**config.mk**
```make
export PLATFORM = sky130hd
export DESIGN_NAME = opmux_rr
export DESIGN_NICKNAME = d
export VERILOG_FILES = /design/src/rtl/opmux_pkg.sv /design/src/rtl/rr_arbiter.sv /design/src/rtl/opmux_rr.sv
export SDC_FILE = /design/constraint.sdc
export NUM_CORES = 1
export LEC_CHECK = 0
export CORE_MARGIN = 2
export CORE_UTILIZATION = 39
export CTS_CLUSTER_SIZE = 28
export DETAILED_ROUTE_END_ITERATION = 8
export PLACE_DENSITY_LB_ADDON = 0.1
export SYNTH_ARGS = -nofsm -noshare
export SYNTH_HDL_FRONTEND = slang
export SYNTH_SLANG_ARGS = --single-unit
```
**constraint.sdc**
```tcl
create_clock -name clk -period 6.5 [get_ports clk]
set_input_delay 1.3 -clock clk [delete_from_list [all_inputs] [get_ports clk]]
set_output_delay 1.3 -clock clk [all_outputs]
set_load 0.02 [all_outputs]
```
**src/rtl/opmux_pkg.sv**
```systemverilog
// opmux_pkg: shared definitions for the opmux_rr operand multiplexer.
//   MODE_FIXED / MODE_RR : encodings of the mode input
//   MAX_NCH              : largest supported channel count
//   rr_pick_t / rr_first : round-robin first-set search used by rr_arbiter
package opmux_pkg;

    localparam logic MODE_FIXED = 1'b0;
    localparam logic MODE_RR    = 1'b1;

    localparam int MAX_NCH = 16;

    typedef struct packed {
        logic       any;
        logic [3:0] idx;
    } rr_pick_t;

    // Find the first set bit of req, scanning upward from ptr+1 and wrapping
    // modulo nch. nch is always an elaboration-time constant at the call site,
    // so the loop and the modulo reduce to fixed logic.
    function automatic rr_pick_t rr_first(input logic [MAX_NCH-1:0] req,
                                          input logic [3:0]         ptr,
                                          input int                 nch);
        rr_pick_t   r;
        logic [3:0] c;
        r = '0;
        for (int k = 1; k <= MAX_NCH; k++) begin
            c = 4'((int'(ptr) + k) % nch);
            if ((k <= nch) && !r.any && req[c]) begin
                r.any = 1'b1;
                r.idx = c;
            end
        end
        return r;
    endfunction

endpackage

```
**src/rtl/rr_arbiter.sv**
```systemverilog
// rr_arbiter: purely combinational round-robin arbiter.
//   req       : per-channel request vector
//   ptr       : index of the last granted channel (search starts at ptr+1)
//   grant_idx : index of the granted channel (valid only when grant_any)
//   grant_any : at least one request is present
module rr_arbiter #(
    parameter int NCH  = 4,
    parameter int SELW = $clog2(NCH)
) (
    input  logic [NCH-1:0]  req,
    input  logic [SELW-1:0] ptr,
    output logic [SELW-1:0] grant_idx,
    output logic            grant_any
);
    import opmux_pkg::*;

    rr_pick_t pick;

    always_comb begin
        pick = rr_first(MAX_NCH'(req), 4'(ptr), NCH);
    end

    assign grant_any = pick.any;
    assign grant_idx = SELW'(pick.idx);

endmodule

```
**src/rtl/opmux_rr.sv**
```systemverilog
// opmux_rr: registered N-channel operand multiplexer with fixed or
// round-robin selection and a single output register stage.
//   clk, rst   : clock, asynchronous active-high reset
//   mode       : 0 = fixed (use sel), 1 = round-robin
//   sel        : channel index used in fixed mode
//   in_data    : channel k at bits [k*WIDTH +: WIDTH]
//   in_valid   : per-channel valid
//   in_ready   : per-channel ready (one-hot or zero)
//   out_data   : registered selected data
//   out_ch     : channel that produced out_data
//   out_valid  : output register holds data
//   out_ready  : downstream accepts out_data
// Handshake: a word moves across an interface on a rising edge where both
// valid and ready are high on that interface; valid never depends on ready.
module opmux_rr #(
    parameter int WIDTH = 32,
    parameter int NCH   = 4,
    parameter int SELW  = $clog2(NCH)
) (
    input  logic               clk,
    input  logic               rst,
    input  logic               mode,
    input  logic [SELW-1:0]    sel,
    input  logic [NCH*WIDTH-1:0] in_data,
    input  logic [NCH-1:0]     in_valid,
    output logic [NCH-1:0]     in_ready,
    output logic [WIDTH-1:0]   out_data,
    output logic [SELW-1:0]    out_ch,
    output logic               out_valid,
    input  logic               out_ready
);
    import opmux_pkg::*;

    logic [WIDTH-1:0] out_data_q, out_data_d;
    logic [SELW-1:0]  out_ch_q,   out_ch_d;
    logic             out_valid_q, out_valid_d;
    logic [SELW-1:0]  ptr_q,      ptr_d;

    logic [WIDTH-1:0] ch_data [NCH];
    logic [SELW-1:0]  rr_idx;
    logic             rr_any;
    logic [SELW-1:0]  grant_idx;
    logic             grant_any;
    logic             sel_ok;
    logic             load;
    logic             xfer;

    for (genvar k = 0; k < NCH; k++) begin : g_split
        assign ch_data[k] = in_data[k*WIDTH +: WIDTH];
    end

    rr_arbiter #(.NCH(NCH), .SELW(SELW)) u_arb (
        .req       (in_valid),
        .ptr       (ptr_q),
        .grant_idx (rr_idx),
        .grant_any (rr_any)
    );

    always_comb begin
        load      = !out_valid_q || out_ready;
        // sel can exceed NCH-1 when NCH is not a power of two.
        sel_ok    = {1'b0, sel} < (SELW+1)'(NCH);
        grant_any = (mode == MODE_RR) ? rr_any : sel_ok;
        grant_idx = (mode == MODE_RR) ? rr_idx : sel;

        in_ready = '0;
        if (grant_any && load) begin
            in_ready[grant_idx] = 1'b1;
        end
        xfer = grant_any && load && in_valid[grant_idx];

        out_data_d  = out_data_q;
        out_ch_d    = out_ch_q;
        out_valid_d = out_valid_q;
        ptr_d       = ptr_q;
        if (load) begin
            out_valid_d = xfer;
            if (xfer) begin
                out_data_d = ch_data[grant_idx];
                out_ch_d   = grant_idx;
            end
        end
        if (xfer && (mode == MODE_RR)) begin
            ptr_d = grant_idx;
        end
    end

    always_ff @(posedge clk or posedge rst) begin
        if (rst) begin
            out_data_q  <= '0;
            out_ch_q    <= '0;
            out_valid_q <= 1'b0;
            // Last-granted = NCH-1 gives channel 0 first priority.
            ptr_q       <= SELW'(NCH - 1);
        end else begin
            out_data_q  <= out_data_d;
            out_ch_q    <= out_ch_d;
            out_valid_q <= out_valid_d;
            ptr_q       <= ptr_d;
        end
    end

    assign out_data  = out_data_q;
    assign out_ch    = out_ch_q;
    assign out_valid = out_valid_q;

endmodule

```
==> results of run 1 <==
final timing paths:
path	endpoint	startpoint	slack [ns]
max	in_ready[1]	in_valid[3]	1.32
min	out_data[23]	out_data[23]	0.50
max reg2reg	out_data[23]	ptr_q[1]	3.28
min reg2reg	out_data[23]	out_data[23]	0.50
max in group asynchronous	ptr_q[0]	rst	4.73
min in group asynchronous	out_data[18]	rst	1.42
layout by cell type (no fill, tap or decap), drive strengths merged:
cell / count
nand2: 11
dfrtp: 35
and3: 2
nor2b: 2
or2: 3
o21ai: 3
and2: 1
a31oi: 1
mux2i: 93
buf: 4
a21boi: 3
nor2: 7
a311o: 1
clkdlybuf4s50: 176
a2bb2oi: 3
mux4: 1
a21oi: 1
nand4: 1
clkinv: 3
nand2b: 2
dfstp: 2
inv: 3
clkbuf: 6
a2111o: 1
nand3: 1
o22ai: 1
a311oi: 1
mux2: 34
nor3b: 1
a2111oi: 1
o221ai: 1
a221o: 1
a21o: 1
power by group:
group          total (mW)  switching [mW]  internal (mW)
Sequential          0.433          0.0778          0.356
Combinational        1.04           0.454          0.588
Clock               0.152          0.0778         0.0742
layer usage:
metal  vias up  wire (µm)  part of all wire, %
met5         -          0                    0
met4         0        202                  2.6
met3        18        647                  8.4
met2       110       3980                   52
met1      1170       2890                   37
li1       1209          -                    -
worst max-delay path, stage by stage:
cell             delay, ns
clkdlybuf4s50_1       0.59
nor2b_1               0.23
a2111o_1              0.19
nand2_1               0.11
a21boi_4              0.60
and3_1                0.27
clkdlybuf4s50_1       0.60
flip-flops by register name, indices dropped and copies added, names as in the netlist:
signal and count:
out_ch 2, ptr_q 2, out_valid 1, out_data 32
kinds of logic after synthesis:
group	Yosys count	synth area share (%)
mux	128	51.2
flops	37	32.9
simple gates	31	5.27
buf+inv	20	4.61
compound gates	19	6.11
through the flow:
stage / instance area (µm²) / utilization (%) / power, mW / setup WS, ns
2_1_floorplan: 2830 / - / 1.08 / 2.55
3_3_place_gp: 4640 / 65.1 / 1.47 / 1.37
3_5_place_dp: 4640 / 65.1 / 1.49 / 1.30
4_1_cts: 4730 / 66.2 / 1.65 / 1.28
5_1_grt: 4730 / 66.2 / 1.73 / 1.14
6_report: 4730 / 66.2 / 1.63 / 1.32
layout make-up:
class,count,area [µm²]
fill,603,2410
timing repair buffer,180,1790
multi-input combinational,178,1790
sequential,37,928
tap,99,124
clock buffer,6,72.6
inverter,4,15.0
clock inverter,2,10.0
==> impl_metrics.yaml, run 1 <==
timing:
  slew_headroom_pct: 48.8
  fin_crit_ns: 5.18
  worstMarginPinSlew_ns: 0.767
  worst_hold_slack_ns: 0.499
  finalSetupViolCount: 0
  rsz0062_at_grt: "false"
  fin_crit_sh_pct: 79.8
  hold_viol: 0
  fin_setup_tns_ns: 0
  final_max_slew_viol_count: 0
  skew_ns: 0.00417
  fmax_mhz: 193
floorplan:
  core_um2: 7140
  num_rows: 31
  die_x_um: 89.1
  dieArea_um2: 7940
  io_pins: 177
  start_util_pct: 39.6
  fp.dieH_um: 89.1
yosys:
  synth-main-ff-cell: "dfrtp_1"
  synth_edf_count: 0
  syn_area_um2: 2830
  ys_types: 37
  yosysSeqAreaShare_pct: 32.9
  synthMostInstantiatedCell: "mux2i_1"
  synth_fp_nets: 373
  synth_warnings: 0
  synth_top_cell_area_share_pct: 32.9
  ys_async_sr_fraction_pct: 100
  yosys-top-cells-count: "mux2i_1 (93), dfrtp_1 (35), mux2_4 (29)"
  yosysTopAreaCell: "mux2i_1"
  synthTopCellsByArea: "mux2i_1 (33%), dfrtp_1 (31%), mux2_4 (15%), buf_4 (1.9%), dfstp_2 (1.9%)"
  netlist_instances: 235
  ys_ff_latch: 37
  syn_avg_cell_area_um2: 12.0
pwr:
  ir_drop_mv: 0.179
  power.leakage_nw: 2.12
  powerDensity_nw_per_um2: 344
worst_hold_path:
  hold-path-cell-count: 1
  hp-class: "flop to flop"
routing:
  viasPerCell: 4.95
  drt_iter0_drc: 51
  drc: 0
  routedWlPerCell_um: 15.2
  via_count: 2507
  routed_wl_um: 7720
  drtPass1Iterations: 4
  final_antenna_net_count: 0
worst_setup_path:
  crit_required_ns: 5.20
  crit_path_end_kind: "output port"
  arrival_ns: 3.88
  path_class: "input pin to output port"
  cp_max_fo: 19
  start_kind: "input pin"
  r2r_cells: 7
run:
  maxCapViolCount: 0
global_route:
  gr-usage-met1_pct: 21.6
  grt_pass1_vias: 2567
  grt_usage_pct: 19.3
  grt_use_met3_pct: 5.63
  grt_pass1_wl_um: 11900
  busiest_layer: "met2"
  grt_antenna_before_repair: 0
  grt_overflow: 0
  grt_max_degree: 38
  met2_usage_pct: 34.4
clock_network:
  insertion_delay_ns: 0.28
  cts-resized-gates: 0
  cts_root_buf: "clkbuf_8"
  numCtsBuffers: 5
  cts_tree: "built"
  hold_buffers: 0
  cts_max_path_buffers: 2
  postCtsSetupBuffers: 0
  clock_sinks: 37
  h-tree-depth: 2
  cts.clk_slew.worst_paths_ns: 0.07
placed_design:
  dp_cells: 498
  place_congestion: 0.780
  port_buffers: 176
  dp_hpwl_um: 6210
final_layout:
  syn2layout_area_growth_pct: 67.3
  fin_nets: 544
  fin_cells: 506
  diodes: 0
  layout-drive-gt1-share_pct: 12.5
run_status:
  status: "finished clean"
Note: power is estimated with default switching activity, not from simulation.
==> inputs of run 2 (changes only) <==
- CORE_UTILIZATION: 39 -> 38
- clock period: 6.5 -> 5.09 ns (I/O delays scaled with it)
==> run 2 against run 1 <==
Register-to-register slack lost 0.99 ns. Core utilization fell by 0.070 points. Clock skew hardly changed.
==> impl_metrics.yaml, run 2 (synthesized netlist as in run 1, its figures left out) <==
routing:
  top_layer: "met4"
  drtPass1Iterations: 4
  routedWlPerCell_um: 14.9
  dr_wl_met3_um: 624
  routed_wl_um: 7590
  final_antenna_net_count: 0
  viasPerCell: 4.91
  drc: 0
  drt-met1-wl_um: 2870
  via_count: 2495
  wl_met2_um: 4030
  drt_iter0_drc: 60
floorplan:
  num_rows: 31
  die_x_um: 90.2
  io_pins: 177
  core_um2: 7210
  fp.dieH_um: 90.2
  dieArea_um2: 8140
  start_util_pct: 39.2
worst_setup_path:
  cp_max_fo: 8
  path_class: "input pin to output port"
  arrival_ns: 3.21
  rr_startpoint: "ptr_q[0]"
  crit_required_ns: 4.07
  crit_path_end_kind: "output port"
  start_kind: "input pin"
  crit_start: "in_valid[1]"
pwr:
  p_sw_share_pct: 36.6
  power.switching_mw: 0.772
  p_comb_share_pct: 63.6
  p_int_mw: 1.34
  power_mw: 2.11
  power.leakage_nw: 2.15
  seq_power_share_pct: 26.1
  ir_drop_mv: 0.207
  clock_power_share_pct: 10.3
  powerDensity_nw_per_um2: 442
timing:
  setup_ws_ns: 0.857
  slew_headroom_pct: 41.7
  fin_crit_ns: 4.23
  fmax_mhz: 236
  skew_ns: 0.00384
  finalSetupViolCount: 0
  hold_viol: 0
  final_max_slew_viol_count: 0
  rsz0062_at_grt: "false"
  fin_setup_tns_ns: 0
  worst_hold_slack_ns: 0.488
  fin_crit_sh_pct: 83.2
  worstMarginPinSlew_ns: 0.875
placed_design:
  dp_cells: 500
  place_congestion: 0.841
  dpl_worst_slack_ns: 0.884
  place_area_um2: 4670
  dp_hpwl_um: 6150
  port_buffers: 176
final_layout:
  largest_reg_flops: 32
  multi_input_area_um2: 1790
  fin_nets: 546
  diodes: 0
  layout-drive-gt1-share_pct: 13.2
  syn2layout_area_growth_pct: 69.0
  register_area_um2: 928
  layout_commonest_cell: "clkdlybuf4s50_1"
  post-route-util_pct: 66.2
  fillers: 607
  fin_cells: 508
  stdcell_area_um2: 4770
  mostFrequentLayoutCells: "clkdlybuf4s50_1 (176), mux2i_1 (93), dfrtp_1 (35), mux2_4 (29), nand2_1 (10)"
clock_network:
  numCtsBuffers: 5
  cts.clk_slew.worst_paths_ns: 0.07
  cts_tree: "built"
  cts_root_buf: "clkbuf_8"
  cts_max_path_buffers: 2
  insertion_delay_ns: 0.27
  clock_sinks: 37
  h-tree-depth: 2
  hold_buffers: 0
  cts-resized-gates: 0
  postCtsSetupBuffers: 0
global_route:
  grt_antenna_before_repair: 0
  grt_usage_pct: 18.4
  grt_pass1_vias: 2581
  grt_pass1_wl_um: 12200
  grt_overflow: 0
  grt_max_degree: 38
worst_hold_path:
  hp-class: "flop to flop"
  hp-start: "out_data[24]"
run:
  maxCapViolCount: 0
run_status:
  status: "finished clean"
[run 2: cell types whose count changed in the layout (fill, tap and decap cells not counted), sizes merged]
cell    delta
buf        +2
clkinv     -2
clkbuf     +1
inv        +1
[run 2: worst paths after layout]
check                          endpoint  slack, ns  cells past startpoint
setup / recovery            in_ready[0]       0.86                      7
hold reg to reg            out_data[24]       0.49                      1
setup reg to reg           out_data[23]       2.29                      7
hold / removal             out_data[24]       0.49                      1
max in group asynchronous      ptr_q[1]       3.58                      3
min in group asynchronous   out_data[2]       1.15                      3
[run 2: power by group through the flow]
stage	combinational, mW	clock (mW)	sequential (mW)
after floorplan	0.676	0	0.707
after global placement	1.34	0	0.548
after detailed placement	1.36	0	0.550
after CTS	1.36	0.225	0.552
after global routing	1.43	0.238	0.573
final	1.34	0.218	0.551
[run 2: area by class of cell]
cell class | instances | area share, %
timing repair buffer | 182 | 38.1
multi-input combinational | 178 | 37.4
sequential | 37 | 19.4
tap | 99 | 2.60
clock buffer | 7 | 2.02
inverter | 4 | 0.315
clock inverter | 1 | 0.105
[run 2: per-layer routing]
layer / GRT usage (%) / vias up
li1: - / 1212
met1: 20.2 / 1177
met2: 34.5 / 102
met3: 5.62 / 4
met4: 4.10 / 0
met5: 0 / -
[run 2: worst max-delay path, stage by stage]
cell and delay (ns):
clkdlybuf4s50_1 0.63, nor3b_1 0.33, a311o_1 0.23, and2_1 0.18, nand2_1 0.11, nor2_1 0.11
clkdlybuf4s50_1 0.60
==> inputs of run 3 (changes only) <==
- CORE_UTILIZATION: 38 -> 34
- clock period: 5.09 -> 3.4 ns (I/O delays scaled with it)
==> run 3 against run 2 <==
Combinational power increased by 52%. Core utilization is 6.4 points lower. Hold slack improved by 0.0051 ns. Sequential share of layout area decreased by 0.37 points. Largest power group unchanged. Cell area increased by 1.9%. Critical path depth shrank 1. Highest routed layer unchanged. Sequential power is 50% higher.
==> impl_metrics.yaml, run 3 (synthesized netlist as in run 1, its figures left out) <==
run_status:
  status: "finished clean"
clock_network:
  cts_root_buf: "clkbuf_8"
  postCtsSetupBuffers: 0
  h-tree-depth: 2
  numCtsBuffers: 5
  hold_buffers: 0
  insertion_delay_ns: 0.28
  cts_max_path_buffers: 2
  cts-resized-gates: 3
  cts_tree: "built"
  cts.clk_slew.worst_paths_ns: 0.07
  clock_sinks: 37
pwr:
  ir_drop_mv: 0.312
  power_mw: 3.18
  power.leakage_nw: 2.23
  powerDensity_nw_per_um2: 654
timing:
  fmax_mhz: 313
  slew_headroom_pct: 46.5
  finalSetupViolCount: 0
  rsz0062_at_grt: "false"
  fin_setup_tns_ns: 0
  fin_crit_ns: 3.19
  worstMarginPinSlew_ns: 0.798
  hold_viol: 0
  setup_ws_ns: 0.209
  skew_ns: 0.00849
  final_max_slew_viol_count: 0
  fin_crit_sh_pct: 93.8
final_layout:
  syn2layout_area_growth_pct: 72.2
  post-route-util_pct: 59.8
  mostFrequentLayoutCells: "clkdlybuf4s50_1 (172), mux2i_1 (93), dfrtp_1 (35), mux2_4 (29), buf_4 (14)"
  register_area_um2: 928
  layout-drive-gt1-share_pct: 15.0
  fin_nets: 556
  fillers: 703
  fin_cells: 524
  multi_input_area_um2: 1790
  layout_commonest_cell: "clkdlybuf4s50_1"
  diodes: 0
  largest_reg_flops: 32
worst_setup_path:
  cp.depth: 6
  rr_startpoint: "ptr_q[1]"
  start_kind: "input pin"
  cpMaxStageDelayCell: "clkdlybuf4s50_1"
  crit_required_ns: 2.72
  cp-endpoint: "in_ready[1]"
  crit_path_end_kind: "output port"
  crit_chain: "clkdlybuf4s50_1 -> or2_1 -> a311o_1 -> and2_1 -> and3_1 -> dlygate4sd2_1"
  arrival_ns: 2.51
  cp_max_fo: 5
  crit_buf_inv: 2
  path_class: "input pin to output port"
  r2r_cells: 6
  cp_top_family: "buffers and inverters"
  max_stage_delay_ns: 0.48
  rrSetupSlack_ns: 0.91
  crit_start: "in_valid[1]"
  reg2reg_to: "out_data[25]"
global_route:
  grt_pass1_wl_um: 11900
  grt_max_degree: 36
  grt_pass1_vias: 2560
  grt_usage_pct: 16.7
  grt_antenna_before_repair: 0
  grt_overflow: 0
routing:
  drtPass1Iterations: 4
  routed_wl_um: 7850
  via_count: 2562
  viasPerCell: 4.89
  routedWlPerCell_um: 15.0
  final_antenna_net_count: 0
  drc: 0
  drt_iter0_drc: 40
run:
  maxCapViolCount: 0
floorplan:
  start_util_pct: 34.7
  io_pins: 177
  core_um2: 8130
  fp.dieH_um: 95.2
  die_x_um: 95.2
  dieArea_um2: 9050
  num_rows: 33
placed_design:
  place_congestion: 0.833
  dp_hpwl_um: 6350
  port_buffers: 176
  dpl_worst_slack_ns: 0.00590
  dp_cells: 516
worst_hold_path:
  hp-class: "flop to flop"
  hold-path-cell-count: 1
-- run 3: worst min-delay path by stage --
| stage | from | endpoint | slack [ns] |
|---|---|---|---|
| floorplan | ptr_q[0] | ptr_q[0] | 0.57 |
| global placement | out_data[23] | out_data[23] | 0.47 |
| detailed placement | out_data[23] | out_data[23] | 0.48 |
| CTS | out_data[23] | out_data[23] | 0.49 |
| global route | out_data[23] | out_data[23] | 0.50 |
| finish | out_data[23] | out_data[23] | 0.49 |
-- run 3: report_power, final --
part / internal [mW] / switching (mW)
sequential: 0.680 / 0.149
combinational: 1.17 / 0.872
clock: 0.165 / 0.144
total: 2.02 / 1.17
-- run 3: metal layers --
layer,share of wire [%],vias to the layer above,track usage (%)
li1,-,1230,-
met1,40,1195,19.9
met2,48,125,28.9
met3,10,12,5.53
met4,1.5,0,4.47
met5,0,-,0
-- run 3: cell type report --
| type | count | share of cell area (%) |
|---|---|---|
| Timing Repair Buffer | 192 | 39.2 |
| Inverter | 4 | 0.309 |
| Multi-Input combinational cell | 178 | 36.8 |
| Sequential cell | 37 | 19.1 |
| Tap cell | 105 | 2.70 |
| Clock buffer | 8 | 1.85 |
-- run 3: per-stage QoR --
stage / cell area, µm² / hold WS (ns)
floorplan: 2830 / 0.574
global placement: 4770 / 0.467
detailed placement: 4770 / 0.478
CTS: 4860 / 0.493
global route: 4860 / 0.501
finish: 4860 / 0.493
